`config.mk`:
```
export PLATFORM = sky130hd
export DESIGN_NAME = shift_seq8
export DESIGN_NICKNAME = d
export VERILOG_FILES = /design/src/rtl/shift_pkg.sv /design/src/rtl/shift_seq8_lsl8.sv /design/src/rtl/shift_seq8.sv
export SDC_FILE = /design/constraint.sdc
export NUM_CORES = 1
export LEC_CHECK = 0
export BUFFER_PORTS_ARGS = -buffer_cell sky130_fd_sc_hd__buf_4
export CAP_MARGIN = 25
export CORE_ASPECT_RATIO = 1.25
export CORE_UTILIZATION = 51
export CTS_CLUSTER_DIAMETER = 30
export DETAILED_ROUTE_END_ITERATION = 8
export GPL_ROUTABILITY_DRIVEN = 0
export GPL_TIMING_DRIVEN = 0
export PLACE_DENSITY = 0.78
export SYNTH_ARGS = -nofsm -noshare
export SYNTH_HDL_FRONTEND = slang
export SYNTH_SLANG_ARGS = --single-unit
export TNS_END_PERCENT = 5
```
`constraint.sdc`:
```
create_clock -name clk -period 1.95 [get_ports clk]
set_input_delay 0.195 -clock clk [delete_from_list [all_inputs] [get_ports clk]]
set_output_delay 0.195 -clock clk [all_outputs]
set_load 0.01 [all_outputs]
```
`src/rtl/shift_pkg.sv`:
```
// Shared encodings and step helper for the 8-bit sequential left shifter.
package shift_pkg;

    typedef enum logic [1:0] {
        IDLE  = 2'b00,
        SHIFT = 2'b01,
        DONE  = 2'b10
    } state_t;

    localparam int MAX_STEP = 3;

    // Largest step the 2-bit shifter can take without overshooting rem.
    function automatic logic [1:0] step_of(input logic [2:0] rem);
        if (rem > 3'(MAX_STEP))
            return 2'(MAX_STEP);
        return rem[1:0];
    endfunction

endpackage

```
`src/rtl/shift_seq8_lsl8.sv`:
```
// LSL8: 8-bit logical shift left by 0..3, zero-filled.
module lsl8 (
    input  logic [7:0] d_in,
    input  logic [1:0] shamt,
    output logic [7:0] d_out
);

    assign d_out = d_in << shamt;

endmodule

```
`src/rtl/shift_seq8.sv`:
```
// Multi-cycle 8-bit left shifter: up to three bit positions per cycle.
module shift_seq8
    import shift_pkg::*;
(
    input  logic       clk,
    input  logic       reset,
    input  logic       start,
    input  logic [7:0] d_in,
    input  logic [2:0] amt,
    output logic [7:0] d_out,
    output logic       busy,
    output logic       done
);

    state_t     r_state;
    state_t     w_next_state;
    logic [2:0] r_rem;
    logic [2:0] w_next_rem;
    logic [7:0] r_dout;
    logic [7:0] w_next_dout;
    logic [7:0] w_shifted;
    logic [1:0] w_step;
    logic       r_done;

    assign w_step = step_of(r_rem);

    lsl8 u_lsl8 (
        .d_in  (r_dout),
        .shamt (w_step),
        .d_out (w_shifted)
    );

    always_comb begin
        w_next_state = r_state;
        w_next_rem   = r_rem;
        w_next_dout  = r_dout;
        case (r_state)
            IDLE: begin
                if (start) begin
                    w_next_dout  = d_in;
                    w_next_rem   = amt;
                    w_next_state = (amt != 3'd0) ? SHIFT : DONE;
                end
            end
            SHIFT: begin
                w_next_dout  = w_shifted;
                w_next_rem   = r_rem - {1'b0, w_step};
                w_next_state = (w_next_rem == 3'd0) ? DONE : SHIFT;
            end
            DONE:    w_next_state = IDLE;
            default: w_next_state = IDLE;
        endcase
    end

    // done is registered so it rises on the same edge the FSM enters DONE.
    always_ff @(posedge clk or posedge reset) begin
        if (reset) begin
            r_state <= IDLE;
            r_rem   <= 3'd0;
            r_dout  <= 8'h00;
            r_done  <= 1'b0;
        end else begin
            r_state <= w_next_state;
            r_rem   <= w_next_rem;
            r_dout  <= w_next_dout;
            r_done  <= (w_next_state == DONE);
        end
    end

    assign d_out = r_dout;
    assign done  = r_done;
    assign busy  = (r_state != IDLE);

endmodule

```
; Word-level counts from Yosys, hierarchy flattened
; Cells that the tools add are included.
[totals]
register_bits = 14
latch_bits = 0
ramBits = 0
rom_bits = 0
input_bits = 14
out_inout_bits = 10
word_cells = 27
n_memories = 0
[classes]
add_sub_neg = 1
multipliers = 0
n_div = 0
order_cmp = 1
n_eq_ne = 3
n_shift = 1
n_mux = 11
bitwise_logic = 0
reduce_logical = 6
[op_table]
columns = op, count
row1 = $pmux 8 s2, 1
row2 = $mux 2, 5
row3 = $mux 8, 1
row4 = $shl 8x2->8, 1
row5 = $pmux 3 s2, 1
row6 = $pmux 2 s2, 1
row7 = $reduce_bool 2->1, 2
row8 = $gt 3x2->1 const B, 1
row9 = $logic_not 3->1, 1
row10 = $mux 3, 1
row11 = $reduce_bool 3->1, 1
row12 = $sub 3x2->3, 1
row13 = $eq 2x1->1 const B, 1
row14 = $eq 2x2->1 const B, 1
row15 = $logic_not 2->1, 1
row16 = $ne 2x2->1 const B, 1
row17 = $reduce_and 2->1, 1
row18 = $mux 1, 1

; Logic depth before layout (Yosys ltp)
; Gate-level depths: netlist of the first run.
[logic_depth]
ltp_word = 8
depth_mapped = 6
ltp_nobuf = 5

; Cells and area by module
; From an unflattened synthesis of the first run, not the netlist that was laid out.
[unflattened]
cells_unflattened = 99
hier_area_um2 = 918.4
[modules_own_cells]
columns = mod, n_inst, cells_per_inst, area_each_um2, seq_area_each_um2
row1 = shift_seq8, 1, 81, 755.7, 350.3
row2 = lsl8, 1, 18, 162.7, 0.0

; Least setup slack after synthesis of the first run
; OpenSTA, ideal clock, no wires.
[synth_timing]
kind = register to register
from = register r_rem[0]
to = register r_dout[3], in the netlist d_out[3]
setup_ps = 126
arrival_time_ps = 1255
t_required_ps = 1824
slack_ps = 569
stages_incl_launch_ff = 5
n_path_buf = 0
period_less_slack_ps = 1381
path_cell_list = dfrtp_1 nor2_2 mux2i_1 nor2_1 o32a_1
[synth_between]
elab_chain_len = 5
[synth_lines]
columns = item, line
row1 = start: declaration, shift_seq8.sv:17  ; logic [2:0] r_rem;
row2 = start signal: assignment, shift_seq8.sv:64  ; r_rem <= w_next_rem;
row3 = $gt 3x2->1, shift_pkg.sv:14  ; if (rem > 3'(MAX_STEP))
row4 = $mux 1, shift_pkg.sv:14
row5 = $mux 2 *, shift_pkg.sv:16  ; return rem[1:0];
row6 = $shl 8x2->8 *, shift_seq8_lsl8.sv:8  ; assign d_out = d_in << shamt;
row7 = $pmux 8 s2 *, shift_seq8.sv:37  ; case (r_state)
row8 = end signal: assignment, shift_seq8.sv:65  ; r_dout <= w_next_dout;
row9 = end: declaration, shift_seq8.sv:19  ; logic [7:0] r_dout;
; Mark *: on every way between the ends. The rest lies on a longest branch, timed or not.
; A chain may end at the register's enable or synchronous reset.

; Worst setup path after layout of the first run
; Ends and elaborated chain as after synthesis.

==> results of run 1 <==
==> kinds of logic after synthesis <==
| kind of cell | count (synthesis) |
|---|---|
| compound gates | 41 |
| flops | 14 |
| buf+inv | 8 |
| simple gates | 36 |
| fa+ha+maj | 1 |
| mux | 2 |
==> cell usage after synthesis (2+ instances only) <==
master	n	area, um2
o21a_1	2	15.0
a21o_1	3	22.5
a22o_1	2	17.5
a31oi_1	4	25.0
buf_4	2	15.0
mux2i_1	2	20.0
nor2_1	9	33.8
nor2_2	2	12.5
nand2_1	12	45.0
o21ai_1	2	10.0
nand2b_1	5	31.3
o32a_1	2	20.0
dfrtp_1	14	350
inv_1	4	15.0
o211ai_1	2	15.0
a21oi_1	8	40.0
o21ai_0	9	45.0
==> worst max-delay path: stages, from the launching register on <==
cell     delay (ns)
dfrtp_1        0.46
nor2_2         0.31
mux2i_1        0.30
nor2_1         0.07
o32a_1         0.34
==> final cells by class <==
type	count	area [um2]	area share, %
inverter	4	15.0	1.32
sequential	14	350	30.7
buffer	4	31.3	2.74
timing repair buffer	24	183	16.0
multi-input combinational	80	503	44.1
clock buffer	4	36.3	3.18
tap	18	22.5	1.97
==> sequential cells by signal (all words and copies together), names as in the netlist <==
signal and count:
r_rem 3, r_state 2, done 1, d_out 8
==> placed cells by master, fill, tap and decap left out, types with 2 or more instances in the layout <==
cell type,count
o21a_1,2
nor2_1,9
clkbuf_4,3
dfrtp_1,14
o21ai_0,9
o211ai_1,2
nor2_2,2
buf_4,25
inv_1,4
a21o_1,3
a22o_1,2
nand2_1,12
a21oi_1,8
mux2i_1,2
a31oi_1,4
nand2b_1,5
o32a_1,2
o21ai_1,2
==> how the worst max path moves through the flow <==
stage / startpoint / to / slack [ns] / depth (start not counted)
final: r_rem[0] / d_out[3] / 0.36 / 4
after global routing: r_rem[0] / d_out[3] / 0.27 / 4
after CTS: r_rem[0] / d_out[3] / 0.38 / 4
after detailed placement: r_rem[0] / d_out[3] / 0.40 / 4
after global placement: r_rem[0] / d_out[3] / 0.40 / 4
after floorplan: r_rem[0] / d_out[3] / 0.57 / 4
==> report_power, final <==
group | switching [mW] | total [mW] | leakage, nW | internal (mW)
Combinational | 0.656 | 1.24 | 0.323 | 0.588
Sequential | 0.165 | 0.605 | 0.173 | 0.440
Clock | 0.106 | 0.220 | 0.0210 | 0.114
==> per-layer routing <==
metal	routed length (um)	global-route usage (%)	vias to the layer above
met1	886	32.6	402
met5	0	0	-
met4	42	9.77	0
li1	-	-	431
met2	1020	39.9	44
met3	138	3.20	7
==> repair_timing <==
action	in CTS	in global routing
hold endpoints to repair	14	0
buffers inserted	0	0
endpoints found under the setup margin	0	0
hold buffers	1	0
==> impl_metrics.env, run 1 <==
export IMPL_status="completed"
export IMPL_pre_cts_ws_ns=0.401
export IMPL_ys_warn_count=0
export IMPL_maxSlewViolCount=0
export IMPL_r2r_end="d_out[3]"
export IMPL_netlist_instances=102
export IMPL_ys_seq_elements=14
export IMPL_required_ns=2.13
export IMPL_grt_max_degree=15
export IMPL_yosys_area_share_simple_pct=21.4
export IMPL_hpwlAfterDp_mm=1.54
export IMPL_clock_latency_ns=0.29
export IMPL_die_w_um=39.6
export IMPL_drc_errors=0
export IMPL_synth_compound_area_share_pct=30.9
export IMPL_antenna_cells=0
export IMPL_totalWireLength_mm=2.09
export IMPL_final_layout_size_suffix_gt1_share_pct=28.5
export IMPL_dr_pass1_iters=4
export IMPL_slew_headroom_pct=64.0
export IMPL_tns_ns=0
export IMPL_drtIter0Drc=26
export IMPL_syn_area_per_cell_um2=8.82
export IMPL_synth_xor_area_share_pct=0
export IMPL_timing_final_crit_share_pct=81.3
export IMPL_synthAdderAreaFrac_pct=1.39
export IMPL_critPathArrivalTime_ns=1.77
export IMPL_finalPower_mw=2.07
export IMPL_synthMuxAreaShare_pct=2.23
export IMPL_synth_cell_type_count=35
export IMPL_top_level_ports=24
export IMPL_num_vias=884
export IMPL_clk_root_buffer_cell="clkbuf_4"
export IMPL_drt_wirelength_per_cell_um=14.1
export IMPL_dp_cells=143
export IMPL_path_clk_slew_ns=0.09
export IMPL_hold_end="d_out[0]"
export IMPL_path_class="flip-flop to flip-flop"
export IMPL_hold_class="primary input to flip-flop"
export IMPL_first_global_vias=791
export IMPL_instances_no_fill=148
export IMPL_cts_buffers=3
export IMPL_power_density_nw_per_um2=1810
export IMPL_n_fill_cell=130
export IMPL_via_per_inst=5.97
export IMPL_rsz0062_at_grt="false"
export IMPL_rr_worst_depth=4
export IMPL_syn2layout_area_growth_pct=26.8
export IMPL_route_antenna_remaining_nets=0
export IMPL_critical_path_endpoint_type="flip-flop"
export IMPL_ir_worst_vdd_uv=908
export IMPL_coreArea_um2=1600
export IMPL_rr_startpoint="r_rem[0]"
export IMPL_synth_ff_type="dfrtp_1"
export IMPL_fin_skew_ns=0.000856
export IMPL_fmax_mhz=631
export IMPL_ys_seq_area_share_pct=38.9
export IMPL_post_route_util_pct=71.3
export IMPL_ys_async_sr_fraction_pct=100
export IMPL_synth_edff_count=0
export IMPL_p_leak_nw=0.517
export IMPL_cts_tree="built"
export IMPL_setup_viol=0
export IMPL_clock_sinks=14
export IMPL_initial_core_util_pct=56.2
export IMPL_holdWs_ns=0.162
export IMPL_final_area_um2=1140
export IMPL_place_port_buffers=23
export IMPL_synth_top_family_by_area="compound AO/OA/AOI/OAI gates"
export IMPL_die_y_um=49.0
export IMPL_syn_area_um2=900
export IMPL_grt_overflow=0
export IMPL_hold_depth=3
export IMPL_hp_start="d_in[0]"
export IMPL_cap_violations=0
export IMPL_crit_fanout=8
export IMPL_grt_total_usage_pct=24.9
export IMPL_cts_buffer_depth=2
export IMPL_nets=146
export IMPL_dpl_cell_area_um2=1090
export IMPL_worst_pin_slew_ns=0.539
export IMPL_syn_nets=117
export IMPL_grt_first_pass_wirelength_mm=3.44
export IMPL_hold_viol_final=0
export IMPL_postCtsResizedCells=0
export IMPL_setup_slack_ns=0.364
export IMPL_antenna_found_initial=0
export IMPL_rows=16
export IMPL_r2r_setup_slack_ns=0.36
export IMPL_period_needed_ns=1.59
export IMPL_cp_start_kind="flip-flop"
export IMPL_dieArea_um2=1940
export IMPL_h_tree_depth=1
(Power assumes the default switching activity.)
==> inputs of run 2 (changes only) <==
--- a/config.mk
+++ b/config.mk
@@ -5,15 +5,16 @@
 export SDC_FILE = /design/constraint.sdc
 export NUM_CORES = 1
 export LEC_CHECK = 0
+export ABC_AREA = 1
 export BUFFER_PORTS_ARGS = -buffer_cell sky130_fd_sc_hd__buf_4
 export CAP_MARGIN = 25
 export CORE_ASPECT_RATIO = 1.25
-export CORE_UTILIZATION = 51
+export CORE_UTILIZATION = 46
 export CTS_CLUSTER_DIAMETER = 30
 export DETAILED_ROUTE_END_ITERATION = 8
 export GPL_ROUTABILITY_DRIVEN = 0
 export GPL_TIMING_DRIVEN = 0
-export PLACE_DENSITY = 0.78
+export PLACE_DENSITY = 0.74
 export SYNTH_ARGS = -nofsm -noshare
 export SYNTH_HDL_FRONTEND = slang
 export SYNTH_SLANG_ARGS = --single-unit
==> constraint.sdc (replaced) <==
create_clock -name clk -period 1.42 [get_ports clk]
set_input_delay 0.142 -clock clk [delete_from_list [all_inputs] [get_ports clk]]
set_output_delay 0.142 -clock clk [all_outputs]
set_load 0.01 [all_outputs]
==> impl_metrics.env, run 2 <==
export IMPL_final_layout_size_suffix_gt1_share_pct=31.2
export IMPL_fmax_mhz=763
export IMPL_largest_reg_flops=8
export IMPL_rr_worst_depth=5
export IMPL_worst_pin_slew_ns=0.559
export IMPL_r2r_end="d_out[6]"
export IMPL_cts_buffer_depth=2
export IMPL_rsz0062_at_grt="false"
export IMPL_grt_total_usage_pct=21.2
export IMPL_via_per_inst=5.24
export IMPL_grt_overflow=0
export IMPL_layout_commonest_cell="nand2_1"
export IMPL_path_class="flip-flop to flip-flop"
export IMPL_clock_latency_ns=0.28
export IMPL_syn_area_um2=928
export IMPL_path_clk_slew_ns=0.08
export IMPL_yosysMostFrequentCell="nand2_1"
export IMPL_slew_headroom_pct=62.7
export IMPL_num_vias=922
export IMPL_r2r_setup_slack_ns=0.11
export IMPL_critPathArrivalTime_ns=1.52
export IMPL_crit_fanout=7
export IMPL_maxSlewViolCount=0
export IMPL_die_y_um=52.2
export IMPL_timing_final_crit_share_pct=92.3
export IMPL_grt_first_pass_wirelength_mm=3.50
export IMPL_drt_wirelength_per_cell_um=11.8
export IMPL_coreArea_um2=1830
export IMPL_ys_async_sr_fraction_pct=100
export IMPL_post_route_util_pct=63.4
export IMPL_setup_viol=0
export IMPL_hold_end="d_out[0]"
export IMPL_tns_ns=0
export IMPL_cp_start_kind="flip-flop"
export IMPL_power_density_nw_per_um2=2480
export IMPL_hold_class="primary input to flip-flop"
export IMPL_dieArea_um2=2200
export IMPL_yosys_area_top_type_share_pct=37.7
export IMPL_fin_skew_ns=0.00514
export IMPL_netlist_instances=130
export IMPL_top_level_ports=24
export IMPL_totalWireLength_mm=2.08
export IMPL_ys_warn_count=0
export IMPL_drc_errors=0
export IMPL_hold_viol_final=0
export IMPL_h_tree_depth=1
export IMPL_hpwlAfterDp_mm=1.62
export IMPL_ys_seq_area_share_pct=37.7
export IMPL_synth_top_cell_by_area="dfrtp_1"
export IMPL_hp_start="d_in[0]"
export IMPL_initial_core_util_pct=50.8
export IMPL_syn_nets=145
export IMPL_final_cell_mix="41 x nand2_1, 23 x buf_4, 15 x inv_1"
export IMPL_dr_pass1_iters=4
export IMPL_ys_seq_elements=14
export IMPL_synth_cell_type_count=21
export IMPL_synth_area_leaders="dfrtp_1 38%, nand2_1 17%, inv_1 6.5%"
export IMPL_synth_edff_count=0
export IMPL_route_antenna_remaining_nets=0
export IMPL_status="completed"
export IMPL_period_needed_ns=1.31
export IMPL_antenna_found_initial=0
export IMPL_synth_ff_type="dfrtp_1"
export IMPL_clock_sinks=14
export IMPL_synth_common_cells="41 x nand2_1, 16 x inv_1, 14 x dfrtp_1"
export IMPL_ir_worst_vdd_uv=1260
export IMPL_die_w_um=42.2
export IMPL_grt_max_degree=15
export IMPL_post_cts_buffers=0
export IMPL_clk_root_buffer_cell="clkbuf_4"
export IMPL_antenna_cells=0
export IMPL_critical_path_endpoint_type="flip-flop"
export IMPL_drtIter0Drc=25
export IMPL_first_global_vias=879
export IMPL_nets=174
export IMPL_cts_buffers=3
export IMPL_syn_area_per_cell_um2=7.14
export IMPL_cts_tree="built"
export IMPL_holdWs_ns=0.0947
export IMPL_rr_startpoint="r_rem[2]"
export IMPL_required_ns=1.63
export IMPL_syn2layout_area_growth_pct=24.9
export IMPL_p_leak_nw=0.618
export IMPL_cap_violations=0
export IMPL_place_port_buffers=23
export IMPL_rows=17
export IMPL_hold_depth=3
## run 2: changes by cell type after synthesis, moves of 4 or more
cell,previous run,this run
nand2_1,12,41
inv_1,4,16
nand3_1,0,11
nand2b_1,5,0
inv_2,0,5
a31oi_1,4,0
nor2_4,0,4
## run 2: per-layer routing
layer / vias to the layer above / global-route usage (%) / part of all wire, %
met3: 4 / 2.07 / 3.9
met2: 27 / 39.2 / 54
met4: 0 / 10.4 / 1.5
li1: 468 / - / -
met1: 423 / 24.1 / 41
met5: - / 0 / 0
## run 2: final cells by class
class                      instances  area, um2
buffer                             2       22.5
clock buffer                       3       22.5
fill                             173        669
inverter                          21       78.8
multi-input combinational         93        477
sequential                        14        353
tap                               19       23.8
timing repair buffer              24        183
## run 2: cells by family (layout without fill, tap and decap cells)
| group | count (synthesis) | after routing | synth area share [%] |
|---|---|---|---|
| buf+inv | 23 | 50 | 10.9 |
| flops | 14 | 14 | 37.7 |
| simple gates | 70 | 70 | 36.5 |
| compound gates | 22 | 22 | 13.5 |
| fa+ha+maj | 1 | 1 | 1.35 |
## run 2: timing repair
action | 4_1_cts | 5_1_grt
hold endpoints to repair | 14 | 0
resized for setup | 0 | 3
setup endpoints to repair | 0 | 4
hold buffers | 1 | 0
## run 2: how the worst max path moves through the flow
stage / start / cells past startpoint / slack, ns / endpoint
after floorplan: r_rem[0] / 6 / 0.22 / r_rem[2]
after global placement: r_rem[0] / 7 / 0.12 / r_rem[2]
after detailed placement: r_rem[0] / 7 / 0.11 / r_rem[2]
after CTS: r_rem[0] / 7 / 0.09 / r_rem[2]
after global routing: r_rem[0] / 7 / 0.009 / r_rem[2]
final: r_rem[2] / 5 / 0.11 / d_out[6]
## run 2: per-stage QoR
step           setup WS (ns)  cells  total power, mW  instance area, um2
3_5_place_dp           0.111    172             2.66                1120
3_3_place_gp           0.122    172             2.61                1120
4_1_cts               0.0881    176             2.90                1160
6_report               0.109    176             2.88                1160
5_1_grt              0.00892    176             3.18                1160
2_1_floorplan          0.219    130             2.11                 928
## run 2: worst max-delay path, stage by stage, from the launching register on
cell and delay [ns]:
dfrtp_2 0.48, nor2_2 0.30, nand2_1 0.08, o21ai_1 0.13, nand2_1 0.09, a21oi_1 0.15
## run 2: report_power, final
| part | internal [mW] | switching, mW | total (mW) | leakage, nW |
|---|---|---|---|---|
| sequential | 0.616 | 0.215 | 0.830 | 0.168 |
| combinational | 0.756 | 1.07 | 1.83 | 0.436 |
| clock | 0.0985 | 0.127 | 0.226 | 0.0138 |
